File: src/rtl/trng_pkg.sv
// Shared widths and helpers for the TRNG word path (bit collector, word reader, PS bridge).
package trng_pkg;

  localparam int WORD_W = 64;
  localparam int BEAT_W = 32;

  typedef enum logic {
    HALF_LOW  = 1'b0,
    HALF_HIGH = 1'b1
  } half_e;

  // Select the low or high 32-bit beat of a 64-bit word.
  function automatic logic [BEAT_W-1:0] beat_sel(input logic [WORD_W-1:0] word, input logic hi);
    logic [BEAT_W-1:0] beat;
    if (hi) begin
      beat = word[WORD_W-1:BEAT_W];
    end else begin
      beat = word[BEAT_W-1:0];
    end
    return beat;
  endfunction

endpackage

File: src/rtl/trng_word_fifo.sv
// Synchronous word FIFO with combinational head read; the caller guarantees push/pop legality.
module trng_word_fifo
  import trng_pkg::*;
#(
  parameter int DEPTH = 4
) (
  input  logic                     clk,
  input  logic                     rst,
  input  logic                     push,
  input  logic [WORD_W-1:0]        push_data,
  input  logic                     pop,
  output logic [WORD_W-1:0]        head,
  output logic [$clog2(DEPTH):0]   level
);

  localparam int PTR_W = $clog2(DEPTH);

  logic [WORD_W-1:0] mem_r [DEPTH];
  logic [PTR_W-1:0]  wr_ptr_r;
  logic [PTR_W-1:0]  rd_ptr_r;
  logic [PTR_W:0]    level_r;

  // Pointer and occupancy bookkeeping; pointers wrap naturally at power-of-2 depth.
  always_ff @(posedge clk) begin
    if (!rst) begin
      wr_ptr_r <= {PTR_W{1'b0}};
      rd_ptr_r <= {PTR_W{1'b0}};
      level_r  <= {(PTR_W+1){1'b0}};
    end else begin
      if (push) begin
        wr_ptr_r <= wr_ptr_r + PTR_W'(1);
      end
      if (pop) begin
        rd_ptr_r <= rd_ptr_r + PTR_W'(1);
      end
      case ({push, pop})
        2'b10:   level_r <= level_r + (PTR_W+1)'(1);
        2'b01:   level_r <= level_r - (PTR_W+1)'(1);
        default: level_r <= level_r;
      endcase
    end
  end

  // Storage array write; contents need no reset because level gates visibility.
  always_ff @(posedge clk) begin
    if (push) begin
      mem_r[wr_ptr_r] <= push_data;
    end
  end

  assign head  = mem_r[rd_ptr_r];
  assign level = level_r;

endmodule

File: src/rtl/trng_word_reader.sv
// TRNG word reader: buffers 64-bit words, drains them as low/high 32-bit beats, counts drops.
module trng_word_reader
  import trng_pkg::*;
#(
  parameter int DEPTH = 4,
  parameter int CNT_W = 16
) (
  input  logic                   clk,
  input  logic                   rst,
  input  logic [WORD_W-1:0]      in_data,
  input  logic                   in_valid,
  output logic [BEAT_W-1:0]      m_data,
  output logic                   m_valid,
  input  logic                   m_ready,
  output logic                   m_last,
  output logic [$clog2(DEPTH):0] level,
  output logic                   overflow,
  output logic [CNT_W-1:0]       drop_count,
  input  logic                   clr_stat
);

  localparam int LVL_W = $clog2(DEPTH) + 1;

  half_e               half_r;
  logic                overflow_r;
  logic [CNT_W-1:0]    drop_count_r;
  logic [WORD_W-1:0]   head_s;
  logic [LVL_W-1:0]    level_s;
  logic                valid_s;
  logic                accept_s;
  logic                pop_s;
  logic                push_s;
  logic                drop_s;

  trng_word_fifo #(.DEPTH(DEPTH)) u_fifo (
    .clk       (clk),
    .rst       (rst),
    .push      (push_s),
    .push_data (in_data),
    .pop       (pop_s),
    .head      (head_s),
    .level     (level_s)
  );

  // A full FIFO still takes a word when the high beat leaves in the same cycle.
  always_comb begin
    valid_s  = (level_s != {LVL_W{1'b0}});
    accept_s = valid_s & m_ready;
    pop_s    = accept_s & (half_r == HALF_HIGH);
    push_s   = in_valid & ((level_s < LVL_W'(DEPTH)) | pop_s);
    drop_s   = in_valid & ~push_s;
  end

  // Beat select FSM: low beat first, flips on every accepted beat.
  always_ff @(posedge clk) begin
    if (!rst) begin
      half_r <= HALF_LOW;
    end else if (accept_s) begin
      case (half_r)
        HALF_LOW:  half_r <= HALF_HIGH;
        HALF_HIGH: half_r <= HALF_LOW;
        default:   half_r <= HALF_LOW;
      endcase
    end
  end

  // Drop statistics; a drop coinciding with clr_stat leaves a count of one.
  always_ff @(posedge clk) begin
    if (!rst) begin
      overflow_r   <= 1'b0;
      drop_count_r <= {CNT_W{1'b0}};
    end else if (drop_s) begin
      overflow_r <= 1'b1;
      if (clr_stat) begin
        drop_count_r <= CNT_W'(1);
      end else if (drop_count_r != {CNT_W{1'b1}}) begin
        drop_count_r <= drop_count_r + CNT_W'(1);
      end
    end else if (clr_stat) begin
      overflow_r   <= 1'b0;
      drop_count_r <= {CNT_W{1'b0}};
    end
  end

  assign m_valid    = valid_s;
  assign m_data     = beat_sel(head_s, half_r == HALF_HIGH);
  assign m_last     = valid_s & (half_r == HALF_HIGH);
  assign level      = level_s;
  assign overflow   = overflow_r;
  assign drop_count = drop_count_r;

endmodule

File: config.mk
export PLATFORM = sky130hd
export DESIGN_NAME = trng_word_reader
export DESIGN_NICKNAME = d
export VERILOG_FILES = /design/src/rtl/trng_pkg.sv /design/src/rtl/trng_word_fifo.sv /design/src/rtl/trng_word_reader.sv
export SDC_FILE = /design/constraint.sdc
export NUM_CORES = 1
export LEC_CHECK = 0
export CORE_AREA = 2 2 145 147
export DETAILED_ROUTE_END_ITERATION = 8
export DIE_AREA = 0 0 147 149
export PLACE_DENSITY = 0.83
export SLEW_MARGIN = 20
export SYNTH_ARGS = -nofsm -noshare
export SYNTH_HDL_FRONTEND = slang
export SYNTH_HIERARCHICAL = 1
export SYNTH_SLANG_ARGS = --single-unit
File: constraint.sdc
create_clock -name clk -period 8.85 [get_ports clk]
set_input_delay 1.77 -clock clk [delete_from_list [all_inputs] [get_ports clk]]
set_output_delay 1.77 -clock clk [all_outputs]
set_load 0.03 [all_outputs]
==> metrics list, run 1 <==
- The worst setup path is launched from a flop.
- Setup WS pre-CTS: 4090 ps
* Post-synth top area share: 0.694
- Post-route DRC violation count: 0
* CP Max Fanout: 47
* Post-synthesis cell count: a little over 500
- Post-DR wirelength/cell: 20.9 µm
- Clock-pin slew was measured on the worst setup and hold paths at 60 ps.
- The die covers 21900 µm².
- Vias after detailed routing: 5390
- The finished layout holds 951 standard cells, fillers aside.
- For this run the aggregate overflow at the end of global routing stands at 0.
- Pin count of the biggest net entering global routing: 65
- The number of buffers and inverters on the critical path is 2.
- Largest clock skew in the final design: 8.86 ps
* Core Region: roughly 21000 µm²
* Final critical-path required period: 5240 ps
* Asr flop ratio synth: 0
* Filler cell count: around 1300
* Top cells by count, synth: 256 x sky130_fd_sc_hd__edfxtp_1, 60 x sky130_fd_sc_hd__mux4_2, 32 x sky130_fd_sc_hd__mux2_2
- TritonCTS built the clock tree.
- The most used flip-flop cell after synthesis is sky130_fd_sc_hd__edfxtp_1.
- In the final layout, the share of cells above drive strength 1 is 0.237.
- Worst-Skew Late Latency: ~540 ps
- Final-report hold violation count: 0
- Area growth from synthesis to final layout: 22.2%
- Class of the tightest hold or removal check: reg2reg
* CTS max path bufs: 3
- The congestion estimate from routability-driven global placement came to just over 0.8.
- After detailed routing, the number of vias per cell comes to 5.67.
- Combined global-route utilization of all metal layers: 0.189
- Ratio of total power to cell area: 238 nW/µm²
- Setup violation total in the final timing report: 0
- Once placement completed, the tool counted placed cells totaling 896.
- Register bit total from synthesis: 283
* Result of the run: finished, final reports clean
- Net total in the final layout: 728
- In this run the core area contains 53 standard-cell rows.
* Hold slack: 487 ps
* Post-synthesis sequential area ratio: 0.743
- Buffers placed on the I/O ports in this run total 122.
* Post-CTS Repair Setup Buffers: 0
- For this design, the sink count on the clock tree is 283.
* Wire length of the first global-routing pass: between 30000 and 40000 µm
- Synthesized net count: 592
- After legalization and detailed placement, the total HPWL measured 11300 µm.
- STA puts the critical path data required time at 7080 ps.
* Number of DRC markers in iteration 0: 311
- Post-CTS repair changed the size of 0 cells.
- Cell taking the most area after synthesis: sky130_fd_sc_hd__edfxtp_1
- Data on the critical path arrives at its endpoint at 3470 ps.
* Clock buffer count from CTS: 29
- Flip-flop and latch area: 8240 µm²
- Hold repair after CTS inserted 0 buffers.
- Number of global-route vias before repair: 5830
- Average size of a mapped cell: 21.5 µm²
- Total of warnings raised by yosys: 6
- Yosys mapped a number of flops with a built-in enable equal to 256.
- Slowest Stage Delay on Critical Path: ~770 ps
- Across all setup checks in the final design, the least slack found is 3610 ps.
- Area of the multi-input gates: 2660 µm²
- Initial Util: 0.539
- Number of H-tree levels: 1
- Of the available clock period, the critical path in the final layout requires 0.593.
- The die is 147 µm wide.
- Summing every instance area after synthesis gives 11100 µm².
- Maximum ir drop on the vdd rail: between 0.2 and 0.3 mV
- Core Util, Final: 0.659
* Transition time of the tightest slew-check pin: approximately 1100 ps
- The slowest stage of the critical path is the sky130_fd_sc_hd__buf_4 cell.
- Cell chain of the critical path: buf_4 -> mux4_2 -> mux2_2 -> clkdlybuf4s50_1
* Critical path endpoint category: output port
* Setup total negative slack: 0 ps
* Final number of max-transition violations: 0
- In this run the clock root is driven by a sky130_fd_sc_hd__clkbuf_16.
* Leakage power: 4.29 nW
- Setup repair after global routing missed its margin: false
- Once detail routing completed, the nets flagged for antenna violations numbered 0.
- Among all cell types in the netlist, the one instantiated most often is sky130_fd_sc_hd__edfxtp_1.
- After detailed routing, the total wire length is 19900 µm.
* Antenna violations before repair: 2
* Critical setup path kind: reg2out
- For this run, the detailed router's first-pass iteration total came to 4.
- The floorplan step set the die height to 149 µm.
- I/O pin count: 123
- Sorting the synthesized cells by area gives the leading types as sky130_fd_sc_hd__edfxtp_1 69%, sky130_fd_sc_hd__mux4_2 12%, sky130_fd_sc_hd__dfxtp_1 4.9%.
- The synthesized netlist contains 41 unique library cells.
- In this run the tightest slew margin relative to its limit is 0.297.
- In this design, the largest share of critical-path delay is due to buffers and inverters.
- Derived from the worst setup path, the maximum achievable clock frequency is 191 MHz.
- Max-cap violations in this run came to 0.
==> path summary, 6_finish.rpt <==
check / end / from / cells past startpoint / slack (ps)
worst max-delay path: m_data[4] / flop / 4 / 3610
worst min-delay path: overflow / overflow / 2 / 490
worst max register to register: u_fifo/level[2] / half_r / 8 / 5970
worst min register to register: overflow / overflow / 2 / 490
==> routing by layer <==
layer	global-route usage	part of all wire	up-vias
met5	0	0.00060	-
met4	0.0587	0.028	2
met3	0.0367	0.056	35
met2	0.339	0.53	181
met1	0.234	0.39	2772
li1	-	-	2400
==> cell type report <==
class                           count  area share
Antenna cell                        1    0.000185
Clock buffer                       30      0.0539
Clock inverter                     24      0.0234
Inverter                            4     0.00111
Multi-Input combinational cell    210       0.197
Sequential cell                   283       0.608
Tap cell                          275      0.0254
Timing Repair Buffer              124      0.0913
==> power breakdown <==
part / leakage (nW) / switching (W) / internal (W) / total, W
Clock: 0.494 / 0.000510 / 0.000785 / 0.00129
Combinational: 1.23 / 0.000182 / 0.000171 / 0.000353
Sequential: 2.57 / 0.0000366 / 0.00154 / 0.00157
Total: 4.29 / 0.000728 / 0.00249 / 0.00322
==> registers in the layout, summed over array words and instances (netlist names), named ones only <==
register	cells
overflow	1
drop_count	16
u_fifo/wr_ptr_r	2
u_fifo/rd_ptr_r	2
u_fifo/mem_r	256
half_r	1
u_fifo/level	3
==> tightest hold or removal path: stages (launching register included) <==
cell and delay (ps):
sky130_fd_sc_hd__dfxtp_1 310, sky130_fd_sc_hd__nand2b_1 60, sky130_fd_sc_hd__a21boi_0 70
==> logic make-up after synthesis <==
logic type / share of synthesized area
DFF: 0.743
muxes: 0.167
and+or+nand+nor: 0.0383
buffers and inverters: 0.0182
xor gates and xnor gates: 0.0150
AOI/OAI and AO/OA: 0.0107
adders and majority gates: 0.00858
==> per-stage QoR <==
| stage | area, µm² | total power (W) |
|---|---|---|
| floorplan | 11100 | 0.00181 |
| global route | 13500 | 0.00333 |
| finish | 13500 | 0.00322 |
| global placement | 12500 | 0.00195 |
| CTS | 13500 | 0.00326 |
| detailed placement | 12500 | 0.00196 |
==> cell usage in the layout (no fill, tap or decap), drive strengths merged, types with 8 or more instances in the layout <==
cell type      count
mux4              64
clkinv             9
nand3              8
edfxtp           256
mux2              32
clkdlybuf4s50    122
xor2               9
o21ai             12
clkbuf            30
xnor2             10
and2              14
dfxtp             27
nor2               8
(Power assumes the default switching activity.)
==> inputs of run 2 (changes only) <==
CORE_AREA = 2 2 151 153   (was 2 2 145 147)
DIE_AREA = 0 0 153 155   (was 0 0 147 149)
PLACE_DENSITY = 0.8   (was 0.83)
clock period = 4.44 ns   (was 8.85 ns; I/O delays follow)
==> metrics list, run 2 (synthesis results as in run 1) <==
- STA classifies the critical path startpoint as a flop.
* Switching share of power: 0.229 (+0.00344)
- The total of fill cells in the finished design is 1588 (+19%).
- Levels on crit path: 4 (unchanged)
- CP Max Fanout: 25 (-47%)
* Final number of max-transition violations: 0 (unchanged)
* Setup repair after global routing missed its margin: false
- The first-pass GRT wire length is 32000 µm (+1.3%).
- The total negative setup slack is 0 ps (unchanged).
* Remaining antenna violation count: 0 (unchanged)
- Pin count of the biggest net entering global routing: 65 (unchanged)
- The combined buffer and inverter count along the critical path was 2 (unchanged).
- CTS placed an instance of sky130_fd_sc_hd__clkbuf_16 at the clock tree root.
- The I/O pin count was 123 (unchanged).
- The number of iterations in the first detailed-routing pass was 4 (unchanged).
- The startpoint identified for the worst register-to-register timing path is half_r.
* Number of cell instances on the worst register-to-register path: 8 (unchanged)
* Max FFs per register: 256 (unchanged)
- Global route hottest layer: met2
- The met1 track utilization from global routing was 0.214 (-0.0202).
- Final critical-path required period: 3890 ps
- The cell count after placement was 912 (+1.8%).
* Area growth from synthesis to final layout: 21.4%
* Sequential Power Share: 0.520 (+0.032)
* Post-route DRC violation count: 0 (unchanged)
- The final count of hold timing violations was 0 (unchanged).
- STA classifies the critical path endpoint as an output port.
- The average detailed-routed wire length per instance was 21.2 µm (+1.5%).
- The net switching power came to 0.00138 W (+89%).
* Combined global-route utilization of all metal layers: 0.173 (-0.0154)
- The cell internal power dissipation was 0.00462 W (+86%).
- Grouping stages by cell kind, the critical path spends the most delay in buffers and inverters.
- TritonCTS built the clock tree.
- The top cell types in the final layout, fill and taps aside, are 256 x sky130_fd_sc_hd__edfxtp_1, 122 x sky130_fd_sc_hd__clkdlybuf4s50_1, 60 x sky130_fd_sc_hd__mux4_2, 32 x sky130_fd_sc_hd__mux2_2, 28 x sky130_fd_sc_hd__clkbuf_16.
- Hold slack: 499 ps (+12.0 ps)
- Critical path capture point: m_data[10]
* Post-CTS Repair Setup Buffers: 0 (unchanged)
- The required time at the endpoint of the critical path is 3550 ps (-3530 ps).
* Share of total power in the clock network: 0.357 (-0.045)
- Met3 routing resource usage after global routing: 0.0329 (-0.00383)
* Headroom to the max-slew limit: 0.378 (+0.0806)
* Leakage power: 4.26 nW (-0.77%)
- The post-placement cell area was 12600 µm² (+0.96%).
- Max-capacitance violation count: 0 (unchanged)
* Top achievable clock speed: 257 MHz
* CTS max path bufs: 3 (unchanged)
- The worst supply voltage drop on vdd came to 0.409 mV (+60%).
- Number of DRC markers in iteration 0: 317 (+1.9%)
- The total half-perimeter wirelength after legalization and detailed placement is 12500 µm (+10%).
- The combinational cell fraction of total power is 0.123 (+0.013).
- The count of instances resized after the clock tree is built came to 0 (unchanged).
- The post-route non-filler standard cell count is 962 (+1.2%).
- In this run the critical register-to-register path is captured at u_fifo/level[2].
- Clock sink total: 283 (unchanged)
* Initial Util: 0.499 (-0.0405)
- The diode insertion count for antenna repair is 0 (-1).
* Count of hold buffers inserted by post-cts repair: 0 (unchanged)
- Layout cell share with drive strength beyond 1: 0.227 (-0.00956)
- Worst-Skew Late Latency: 540 ps (about the same)
* Result of the run: finished, final reports clean
* Number of standard-cell rows in the floorplan: 55 (+3.8%)
- Vias after detailed routing: 5327 (-1.2%)
- The via count normalized by instance count came to 5.54 (-2.3%).
* Portion of the clock cycle consumed by the worst path in the final layout: 0.876
* Largest clock skew in the final design: 9.50 ps (+0.641 ps)
* Height of the chip: 155 µm (+4.0%)
- The transition at the pin with the smallest max-transition slack is 933 ps (-121 ps).
- The remaining global-route overflow is 0 (unchanged).
- Critical setup path kind: reg2out
- Antenna violations before repair: 0 (-2)
* Setup violation total in the final timing report: 0 (unchanged)
- The layout net count is 733 (+0.69%).
- Ratio of total power to cell area: 446 nW/µm² (+88%)
- The die span in x was 153 µm (+4.1%).
- Overall die area: 23700 µm² (+8.3%)
* Register containing the most flip-flops in the final layout: u_fifo/mem_r
- Most common library cell in the layout ignoring fill and taps: sky130_fd_sc_hd__edfxtp_1
* RePlAce Congestion: 0.811 (+0.21%)
- The maximum level of the CTS H-tree is 1 (unchanged).
- Total wirelength of the detailed-routed design: 20400 µm (+2.6%)
- The placeable core region came to 22200 µm² (+8.1%).
* Cell chain of the critical path: buf_4 -> mux4_2 -> mux2_2 -> clkdlybuf4s50_1
* Number of port buffers: 122 (unchanged)
* Clock buffer count from CTS: 28 (-3.4%)
* Number of global-route vias before repair: 5832 (+0.034%)
* Global routing usage on met2: 0.317 (-0.0221)
* Slowest Stage Delay on Critical Path: 690 ps (-80 ps)
- The tightest min-delay check is of the reg2reg type.
* Clock transition time at the flip-flop clock pins of the worst setup and hold paths: 60 ps (about the same)
- Reg-to-reg setup timing slack: 1500 ps (-4470 ps)
- Critical-path top delay cell: sky130_fd_sc_hd__dfxtp_4
- Final non-filler cell area: 13500 µm² (-0.66%)
- The critical path data arrival time is 3000 ps (-470 ps).
-- run 2: cell types whose count changed in the layout (fill, tap and decap cells not counted), moves of 2 or more --
cell	before	now
sky130_fd_sc_hd__clkinv_4	3	0
sky130_fd_sc_hd__clkinv_1	2	8
sky130_fd_sc_hd__clkinv_2	4	7
sky130_fd_sc_hd__clkinvlp_4	6	1
sky130_fd_sc_hd__clkbuf_1	1	3
sky130_fd_sc_hd__bufinv_16	6	1
sky130_fd_sc_hd__buf_12	0	5
-- run 2: tightest hold or removal path, delay by kind of cell, from the launching register on --
family | cells | cell delay [ps]
AND/OR/NAND/NOR | 1 | 60
AO/OA/AOI/OAI | 1 | 70
flip-flops | 1 | 320
-- run 2: worst min path at each step --
stage / from / end / slack (ps) / depth (start not counted)
floorplan: u_fifo/wr_ptr_r[1] / u_fifo/wr_ptr_r[1] / 530 / 2
global placement: overflow / overflow / 490 / 2
detailed placement: overflow / overflow / 490 / 2
CTS: overflow / overflow / 510 / 2
global route: overflow / overflow / 550 / 2
finish: overflow / overflow / 500 / 2
-- run 2: power groups by stage --
stage	Combinational [W]	Sequential [W]	Clock (W)
6_report	0.000737	0.00312	0.00214
5_1_grt	0.000779	0.00314	0.00231
4_1_cts	0.000748	0.00313	0.00220
3_5_place_dp	0.000743	0.00318	0
3_3_place_gp	0.000729	0.00317	0
2_1_floorplan	0.000451	0.00315	0
-- run 2: layer usage --
layer | wire length, µm | share of wire | vias up
met4 | 367 | 0.018 | 0
met3 | 1050 | 0.052 | 25
met5 | 0 | 0 | -
met2 | 10900 | 0.53 | 143
met1 | 8140 | 0.40 | 2759
li1 | - | - | 2400
-- run 2: final cells by class --
type	instances	area, µm²	area share
Clock buffer	31	712	0.0529
Sequential cell	283	8240	0.612
Inverter	4	15.0	0.00112
Tap cell	285	357	0.0265
Timing Repair Buffer	130	1340	0.0999
Clock inverter	19	128	0.00949
Multi-Input combinational cell	210	2660	0.198
-- run 2: metrics by stage --
step                worst slack (ps)   util  total power, W
floorplan                       1170      -         0.00360
CTS                              441  0.605         0.00608
finish                           551  0.605         0.00600
detailed placement               955  0.567         0.00392
global route                     356  0.605         0.00622
global placement                1030  0.567         0.00390
==> inputs of run 3 (changes only) <==
CORE_AREA = 2 2 145 147   (was 2 2 151 153)
DIE_AREA = 0 0 147 149   (was 0 0 153 155)
PLACE_DENSITY = 0.83   (was 0.8)
SLEW_MARGIN = 5   (was 20)
clock period = 4.6 ns   (was 4.44 ns; I/O delays follow)
==> metrics list, run 3 (synthesis results as in run 1) <==
* Result of the run: finished, final reports clean
- The number of buffers inserted for hold repair after clock tree synthesis is 0 (unchanged).
- The die footprint is 21900 µm² (-7.6%).
- The cell leakage power came to 4.23 nW (-0.62%).
- Final critical-path required period: 4020 ps
- The worst setup path is captured at an output port.
* Arrival time reported for the critical path endpoint: 3100 ps (+100 ps)
- The I/O pin count was 123 (unchanged).
- For this run, the top clock speed supported by timing is 249 MHz.
* Area growth from synthesis to final layout: 20.8%
- The final wirelength came to 19500 µm (-4.7%).
* Headroom to the max-slew limit: 0.319 (-0.0591)
* Number of cell instances on the worst register-to-register path: 8 (unchanged)
- The startpoint identified for the worst register-to-register timing path is half_r.
* Remaining antenna violation count: 0 (unchanged)
* Number of global-route vias before repair: 5736 (-1.6%)
- Worst-Skew Late Latency: 530 ps (about the same)
* End of the worst register-to-register path: u_fifo/level[2]
* Reg-to-reg setup timing slack: 1650 ps (+150 ps)
- The required time at the endpoint of the critical path was 3680 ps (+130 ps).
- The overall fraction of global-route tracks in use was 0.183 (+0.00967).
- RePlAce Congestion: 0.785 (-3.1%)
* Class of the tightest hold or removal check: reg2reg
- Leaving out fill and tap cells, the most frequent cells in the layout are 256 x sky130_fd_sc_hd__edfxtp_1, 122 x sky130_fd_sc_hd__clkdlybuf4s50_1, 60 x sky130_fd_sc_hd__mux4_2, 32 x sky130_fd_sc_hd__mux2_2, 28 x sky130_fd_sc_hd__clkbuf_16.
- The setup path with the least slack is of type reg2out.
- Cell chain of the critical path: buf_12 -> mux4_1 -> mux2_2 -> clkdlybuf4s50_1
- The layout net count is 730 (-0.41%).
* Least setup slack across all paths after layout: 581 ps (+29.9 ps)
- Drt first pass iters: 4 (unchanged)
* Post-CTS Repair Setup Buffers: 0 (unchanged)
- Antenna violations before repair: 1 (+1)
* Most common library cell in the layout ignoring fill and taps: sky130_fd_sc_hd__edfxtp_1
- The combined buffer and inverter count along the critical path is 2 (unchanged).
* Number of DRC markers in iteration 0: 378 (+19%)
- The tree is rooted in a sky130_fd_sc_hd__clkbuf_16.
* Layout cell share with drive strength beyond 1: 0.221 (-0.00641)
- Wire length of the first global-routing pass: 30700 µm (-4.2%)
* Post-route DRC violation count: 0 (unchanged)
- In this run the most critical hold path is launched from overflow.
- TritonCTS built the clock tree.
- # diodes: 0 (unchanged)
- The total number of vias came to 5292 (-0.66%).
- Register containing the most flip-flops in the final layout: u_fifo/mem_r
* Setup total negative slack: 0 ps (unchanged)
- Kind of start point of the critical path: flop
* Core Region: 20600 µm² (-7.5%)
- Height of the chip: 149 µm (-3.9%)
* Setup violation total in the final timing report: 0 (unchanged)
* Portion of the clock cycle consumed by the worst path in the final layout: 0.874
- Clock buffer count from CTS: 28 (unchanged)
- The starting density of the core came to 0.539 (+0.0405).
* Final-report hold violation count: 0 (unchanged)
* Critical path's top delay family: buffers and inverters
- Horizontal extent of the die: 147 µm (-3.9%)
* Hold path cells: 2 (unchanged)
- Global route overflow: 0 (unchanged)
* Maximum ir drop on the vdd rail: 0.396 mV (-3.0%)
- The number of sinks on the clock net was 283 (unchanged).
- Max-capacitance violation count: 0 (unchanged)
- Largest clock skew in the final design: 11.5 ps (+1.95 ps)
* Slowest Stage Delay on Critical Path: 710 ps (+20 ps)
* Setup repair after global routing missed its margin: false
* Clock transition time at the flip-flop clock pins of the worst setup and hold paths: 60 ps (about the same)
* Estimated wirelength of the detail-placed design: 11500 µm (-7.8%)
* Ratio of total power to cell area: 434 nW/µm² (-2.7%)
* Average vias per placed instance: 5.58 (+0.70%)
- Hold Path Sink: overflow
- Transition time of the tightest slew-check pin: 1020 ps (+88.7 ps)
- Final number of max-transition violations: 0 (unchanged)
* Critical-path top delay cell: sky130_fd_sc_hd__dfxtp_4
* Max FFs per register: 256 (unchanged)
- The average detailed-routed wire length per instance is 20.5 µm (-3.4%).
- The total of fill cells in the finished design was 1392 (-12%).
- The pre-CTS worst setup slack is 1050 ps (+91.5 ps).
- CP Max Fanout: 30 (+20%)
- The maximum count of clock buffers along a single path is 3 (unchanged).
- The count of instances resized after the clock tree is built is 0 (unchanged).
- The maximum number of pins on one net before global-route repair is 65 (unchanged).
- Number of H-tree levels: 1 (unchanged)
- Number of standard-cell rows in the floorplan: 53 (-3.6%)
- Hold slack: 492 ps (-7.81 ps)
- Number of port buffers: 122 (unchanged)
run 3: cell count changes in the layout (fill, tap and decap cells not counted):
cell and delta:
sky130_fd_sc_hd__dfxtp_2 +1, sky130_fd_sc_hd__clkinvlp_4 -1, sky130_fd_sc_hd__bufinv_16 +1, sky130_fd_sc_hd__clkinv_2 -2
sky130_fd_sc_hd__clkinvlp_2 +1, sky130_fd_sc_hd__inv_6 -1, sky130_fd_sc_hd__buf_4 +1, sky130_fd_sc_hd__clkinv_1 -5
sky130_fd_sc_hd__clkbuf_1 +7, sky130_fd_sc_hd__dfxtp_4 -1, sky130_fd_sc_hd__buf_12 -4
run 3: where the power goes:
part	internal [W]	total (W)	switching (W)
clock	0.00123	0.00210	0.000872
sequential	0.00296	0.00302	0.0000604
combinational	0.000334	0.000691	0.000358
run 3: per-layer routing:
metal	wire length [µm]	track usage
met3	1050	0.0428
met4	420	0.0538
met1	7740	0.226
met5	13	0
met2	10200	0.326
run 3: worst max-delay path by stage:
stage / start / to / cells after the start
2_1_floorplan: m_ready / u_fifo/mem_r[0][0] / 3
3_3_place_gp: flop / m_data[0] / 4
3_5_place_dp: m_ready / u_fifo/level[2] / 9
4_1_cts: flop / m_data[1] / 4
5_1_grt: flop / m_data[1] / 4
6_report: flop / m_data[1] / 4
run 3: through the flow:
stage	std cells	power, W	area (µm²)	utilization
after floorplan	516	0.00348	11100	-
after global placement	899	0.00375	12500	0.609
after detailed placement	899	0.00377	12500	0.609
after CTS	949	0.00588	13400	0.651
after global routing	949	0.00603	13400	0.651
final	949	0.00581	13400	0.651
run 3: worst reg2reg max path, cell delays in order, from the launching register on:
cell and delay [ps]:
sky130_fd_sc_hd__dfxtp_2 800, sky130_fd_sc_hd__a21boi_4 180, sky130_fd_sc_hd__nor2b_1 490, sky130_fd_sc_hd__inv_1 100, sky130_fd_sc_hd__ha_1 260, sky130_fd_sc_hd__fa_1 400
sky130_fd_sc_hd__xnor2_1 150, sky130_fd_sc_hd__or3_1 320, sky130_fd_sc_hd__a21boi_0 170
run 3: cell type report:
cell class / count / area (µm²) / area share
clock buffer: 38 / 738 / 0.0552
clock inverter: 12 / 118 / 0.00879
inverter: 4 / 15.0 / 0.00112
multi-input combinational: 210 / 2660 / 0.199
sequential: 283 / 8230 / 0.615
tap: 275 / 344 / 0.0257
timing repair buffer: 127 / 1270 / 0.0950
